`src/rtl/booth8_sequencer.sv`:
```
// rtl/booth8_sequencer.sv - radix-8 Booth control sequencer (optional zero-digit skip: BOOTH8_ZERO_SKIP_EN)
module booth8_sequencer #(
  parameter int  WIDTH  = 8,
  parameter int  SIGNED = 1,
  localparam int NDIG   = (SIGNED != 0) ? (WIDTH + 2) / 3 : (WIDTH + 3) / 3,
  localparam int DW     = (NDIG > 2) ? $clog2(NDIG) : 1
) (
  input  logic             Clock,
  input  logic             Resetn,
  input  logic             Start,
  input  logic [WIDTH-1:0] B,
  output logic [2:0]       Si,
  output logic [2:0]       Mag,
  output logic [DW-1:0]    Digit,
  output logic             Busy,
  output logic             Done
);

  localparam int RW = 3 * NDIG + 1;

  localparam logic [2:0] SI_IDLE  = 3'b000;
  localparam logic [2:0] SI_ADD   = 3'b001;
  localparam logic [2:0] SI_ADDC  = 3'b010;
  localparam logic [2:0] SI_LOAD  = 3'b011;
  localparam logic [2:0] SI_SHIFT = 3'b100;

  localparam logic [DW-1:0] LAST_DIG = DW'(NDIG - 1);

  typedef enum logic [2:0] {
    S_IDLE,
    S_LOAD,
    S_ADD,
    S_SHIFT,
    S_DONE
  } state_t;

  state_t        state_q, state_d;
  logic [RW-1:0] r_q, r_d;
  logic [DW-1:0] digit_q, digit_d;
  logic [2:0]    si_q, si_d;
  logic [2:0]    mag_q, mag_d;
  logic          busy_q, busy_d;
  logic          done_q, done_d;

  // Captured multiplier with the implicit b(-1)=0 below bit 0; the extension
  // to RW bits absorbs widths that are not a multiple of three.
  logic [RW-1:0] cap_s, cap_u, cap;
  assign cap_s = RW'($signed({B, 1'b0}));
  assign cap_u = RW'({B, 1'b0});
  assign cap   = (SIGNED != 0) ? cap_s : cap_u;

  logic [DW-1:0] nxt_idx;
  logic [DW+1:0] shamt;
  logic [3:0]    win;
  logic [3:0]    dec;
  logic          enter_digit;

  // Recode a 4-bit overlapping window into {negative, magnitude}.
  function automatic logic [3:0] booth_dec(input logic [3:0] w);
    case (w)
      4'b0000, 4'b1111: return 4'b0_000;
      4'b0001, 4'b0010: return 4'b0_001;
      4'b0011, 4'b0100: return 4'b0_010;
      4'b0101, 4'b0110: return 4'b0_011;
      4'b0111:          return 4'b0_100;
      4'b1000:          return 4'b1_100;
      4'b1001, 4'b1010: return 4'b1_011;
      4'b1011, 4'b1100: return 4'b1_010;
      4'b1101, 4'b1110: return 4'b1_001;
      default:          return 4'b0_000;
    endcase
  endfunction

  assign shamt = {1'b0, nxt_idx, 1'b0} + {2'b00, nxt_idx};
  assign win   = r_q[shamt +: 4];
  assign dec   = booth_dec(win);

  // Next-state logic; outputs are precomputed from the next state so they leave flops.
  always_comb begin
    state_d     = state_q;
    r_d         = r_q;
    digit_d     = digit_q;
    nxt_idx     = digit_q;
    enter_digit = 1'b0;

    case (state_q)
      S_IDLE: begin
        digit_d = '0;
        if (Start) begin
          state_d = S_LOAD;
          r_d     = cap;
        end
      end
      S_LOAD: begin
        nxt_idx     = '0;
        digit_d     = '0;
        enter_digit = 1'b1;
      end
      S_ADD: begin
        state_d = (digit_q == LAST_DIG) ? S_DONE : S_SHIFT;
      end
      S_SHIFT: begin
        nxt_idx     = digit_q + 1'b1;
        digit_d     = nxt_idx;
        enter_digit = 1'b1;
      end
      S_DONE: begin
        state_d = S_IDLE;
        digit_d = '0;
      end
      default: begin
        state_d = S_IDLE;
        digit_d = '0;
      end
    endcase

    if (enter_digit) begin
      state_d = S_ADD;
`ifdef BOOTH8_ZERO_SKIP_EN
      // A zero digit needs no datapath work: take its slot as the following step.
      if (dec[2:0] == 3'd0) begin
        state_d = (nxt_idx == LAST_DIG) ? S_DONE : S_SHIFT;
      end
`endif
    end

    si_d   = SI_IDLE;
    mag_d  = 3'd0;
    busy_d = 1'b0;
    done_d = 1'b0;
    case (state_d)
      S_LOAD: begin
        si_d   = SI_LOAD;
        busy_d = 1'b1;
      end
      S_ADD: begin
        si_d   = dec[3] ? SI_ADDC : SI_ADD;
        mag_d  = dec[2:0];
        busy_d = 1'b1;
      end
      S_SHIFT: begin
        si_d   = SI_SHIFT;
        busy_d = 1'b1;
      end
      S_DONE: begin
        busy_d = 1'b1;
        done_d = 1'b1;
      end
      default: begin
        si_d = SI_IDLE;
      end
    endcase
  end

  // State, captured multiplier and registered outputs; reset aborts instantly.
  always_ff @(posedge Clock or negedge Resetn) begin
    if (!Resetn) begin
      state_q <= S_IDLE;
      r_q     <= '0;
      digit_q <= '0;
      si_q    <= SI_IDLE;
      mag_q   <= 3'd0;
      busy_q  <= 1'b0;
      done_q  <= 1'b0;
    end else begin
      state_q <= state_d;
      r_q     <= r_d;
      digit_q <= digit_d;
      si_q    <= si_d;
      mag_q   <= mag_d;
      busy_q  <= busy_d;
      done_q  <= done_d;
    end
  end

  assign Si    = si_q;
  assign Mag   = mag_q;
  assign Digit = digit_q;
  assign Busy  = busy_q;
  assign Done  = done_q;

endmodule

```
`config.mk`:
```
export PLATFORM = sky130hd
export DESIGN_NAME = booth8_sequencer
export DESIGN_NICKNAME = d
export VERILOG_FILES = /design/src/rtl/booth8_sequencer.sv
export SDC_FILE = /design/constraint.sdc
export NUM_CORES = 1
export LEC_CHECK = 0
export CORE_MARGIN = 1
export CORE_UTILIZATION = 55
export DETAILED_ROUTE_END_ITERATION = 16
export DONT_BUFFER_PORTS = 1
export GPL_TIMING_DRIVEN = 0
export PLACE_DENSITY = 0.8
export SLEW_MARGIN = 20
export SYNTH_ARGS = -nofsm -noshare
export SYNTH_HDL_FRONTEND = slang
export SYNTH_SLANG_ARGS = --single-unit
```
`constraint.sdc`:
```
create_clock -name Clock -period 4.91 [get_ports Clock]
set_clock_uncertainty 0.1 [all_clocks]
set_input_delay 0.491 -clock Clock [delete_from_list [all_inputs] [get_ports Clock]]
set_output_delay 0.491 -clock Clock [all_outputs]
set_load 0.1 [all_outputs]
```
==> flow_metrics.py <==
metrics = {
    "status": {
        "status": "finished clean",
    },
    "yosys": {
        "seq_area_frac_synth_pct": 40.2,
        "synthArstFlopShare_pct": 100,
        "post_synth.cell_area_avg_sq_um": 10.9,
        "synth_area_leaders": "dfrtp_1, mux2_2, ha_1",
        "synth_most_common_cell": "dfrtp_1",
        "netlist_area_sq_um": 1310,
        "yosysTopAreaCellShare_pct": 40.2,
        "synth_warnings": 0,
        "synth_seq_cells": 21,
        "synth_common_cells": "dfrtp_1, mux2_2, nand2_1, mux2i_1",
        "synthesis.nets": 138,
        "synth_top_area_cell": "dfrtp_1",
        "yosysUniqueCellTypes": 44,
        "synthCells": 120,
        "yosys_most_used_dff": "dfrtp_1",
        "synth_edf_count": 0,
    },
    "cells_and_area": {
        "finalNetCount": 144,
        "synthToLayoutAreaGrowth_pct": 6.12,
        "utilization_pct": 62.2,
        "fin_cells": 153,
        "num_antenna_cells": 0,
        "drive_gt1_share_pct": 18.4,
    },
    "sta": {
        "worst_slew_pin_slew_ns": 0.947,
        "hold_slack_ns": 0.224,
        "hold_viol": 0,
        "setup-violations-final": 0,
        "slew_headroom_pct": 36.9,
        "min_period_over_period_pct": 87.4,
        "clock.fmax_mhz": 233,
        "rsz0062_at_grt": "false",
        "period_needed_ns": 4.29,
        "tns_ns": 0,
        "slew_violations": 0,
    },
    "placed_design": {
        "gp_congestion": 0.942,
        "portBuffers": 0,
        "dp_cells": 148,
        "place_hpwl_microns": 1660,
    },
    "clock_network": {
        "clkSinkCount": 21,
        "htreeDepth": 1,
        "clk_pin_slew_ns": 0.11,
        "cts_root_buf": "clkbuf_4",
        "clockBufferDepth": 2,
        "cts_tree": "done",
        "cts_buffers": 3,
        "clk_latency_ns": 0.29,
        "cts-resized-gates": 0,
    },
    "floorplan": {
        "fp.dieW_microns": 50.8,
        "ios": 21,
        "core_region_area_sq_um": 2230,
        "row_count": 17,
        "dieHeight_microns": 50.8,
        "start_util_pct": 58.6,
        "fp.dieArea_sq_um": 2580,
    },
    "critical_path": {
        "path_class": "reg2reg",
        "reg2reg_slack_ns": 0.62,
        "path_max_fanout": 10,
        "setup.worst_path.start": "Digit[0]",
        "endpoint": "Mag[2]",
        "r2r-start": "Digit[0]",
        "reg2reg_depth": 17,
        "crit_arrival_ns": 4.42,
        "reg2reg_to": "Mag[2]",
        "start_kind": "flop",
        "worst-endpoint-required_ns": 5.04,
        "crit_path_end_kind": "flop",
    },
    "route": {
        "ant_nets": 0,
        "drt_iter0_markers": 17,
        "drt_first_pass_iters": 4,
        "vias": 906,
        "viasPerCell": 5.92,
        "route.detailed.wl_per_inst_microns": 14.7,
        "post-route-drc-count": 0,
        "finalWirelength_microns": 2250,
    },
    "hold_path": {
        "hp-class": "in2reg",
    },
    "global_routing": {
        "grt_pass1_vias": 895,
        "grt_max_degree": 22,
        "grt_pass1_wl_microns": 3950,
        "grt_overflow": 0,
        "antenna_found_initial": 0,
        "grtUsageTotal_pct": 20.8,
    },
    "job": {
        "drv_cap": 0,
    },
}
per-stage QoR:
| step | instance area, sq um | setup slack, ns |
|---|---|---|
| 6_report | 1390 | 0.617 |
| 3_3_place_gp | 1340 | 0.704 |
| 5_1_grt | 1390 | 0.234 |
| 4_1_cts | 1380 | 0.617 |
| 3_5_place_dp | 1340 | 0.665 |
| 2_1_floorplan | 1310 | 0.984 |
registers in the layout (all words and copies together), names as in the netlist:
register and flops:
state_q 3, r_q 8, Done 1, Digit 2
Mag 3, Busy 1, Si 3
cell families after synthesis:
kind of cell,share of synthesized area [%]
AO/OA/AOI/OAI,12.0
buffers and inverters,5.26
XOR/XNOR,0.669
adder cells (fa/ha/maj),6.69
AND/OR/NAND/NOR,16.0
flip-flops,40.2
multiplexers,19.3
cells in the final DEF, fill, tap and decap left out, drive strengths merged, types with 2 or more instances in the layout:
master	Yosys	final
nand3b	4	4
and3b	2	2
mux2	11	11
a211oi	2	2
nand2b	2	2
mux4	2	2
dfrtp	21	21
and3	2	2
nand2	9	9
o21ai	2	2
ha	7	7
buf	4	4
inv	6	6
nor2	7	7
clkbuf	4	8
a21oi	3	3
mux2i	8	8
a221oi	2	2
and2	2	2
nand3	2	2
worst max-delay path: stages (launching register included):
cell      delay (ns)
dfrtp_1         0.94
clkbuf_1        0.41
inv_1           0.09
ha_1            0.32
nand3b_1        0.15
nand2_1         0.09
ha_1            0.14
clkbuf_1        0.33
inv_1           0.15
a21boi_0        0.18
mux2_2          0.20
nor2_1          0.05
a21oi_1         0.18
o22a_1          0.20
ha_1            0.15
inv_1           0.05
or3_1           0.36
a21oi_1         0.14
final cells by class:
cell class,instances,area (sq um)
well taps,28,35.0
fillers,184,845
plain buffers,8,43.8
flip-flops and latches,21,526
repair buffers,1,10.0
multi-input cells,85,723
inverters,6,25.0
clock buffers,4,26.3
routing by layer:
layer	vias up	global-route usage, %	share of wire [%]
li1	443	-	-
met3	2	5.76	4.0
met5	-	0	0
met1	434	25.3	46
met2	27	35.8	49
met4	0	5.56	0.75
what timing repair did:
action,CTS,global route
setup buffers,0,0
hold buffers,1,0
endpoints found under the hold margin,21,0
how the worst min path moves through the flow:
stage            from          to  slack (ns)  cells after the start
6_report        Start        Busy        0.22                      2
3_5_place_dp   Resetn  state_q[0]         0.1                      0
3_3_place_gp   Resetn        Busy         0.1                      0
5_1_grt          B[2]      r_q[3]        0.21                      1
4_1_cts         Start        Busy        0.22                      2
2_1_floorplan  Resetn        Busy         0.1                      0
Power is left out: the tool's default activity adds up to more than one toggle a clock period on the data nets, which glitch-free logic cannot reach.
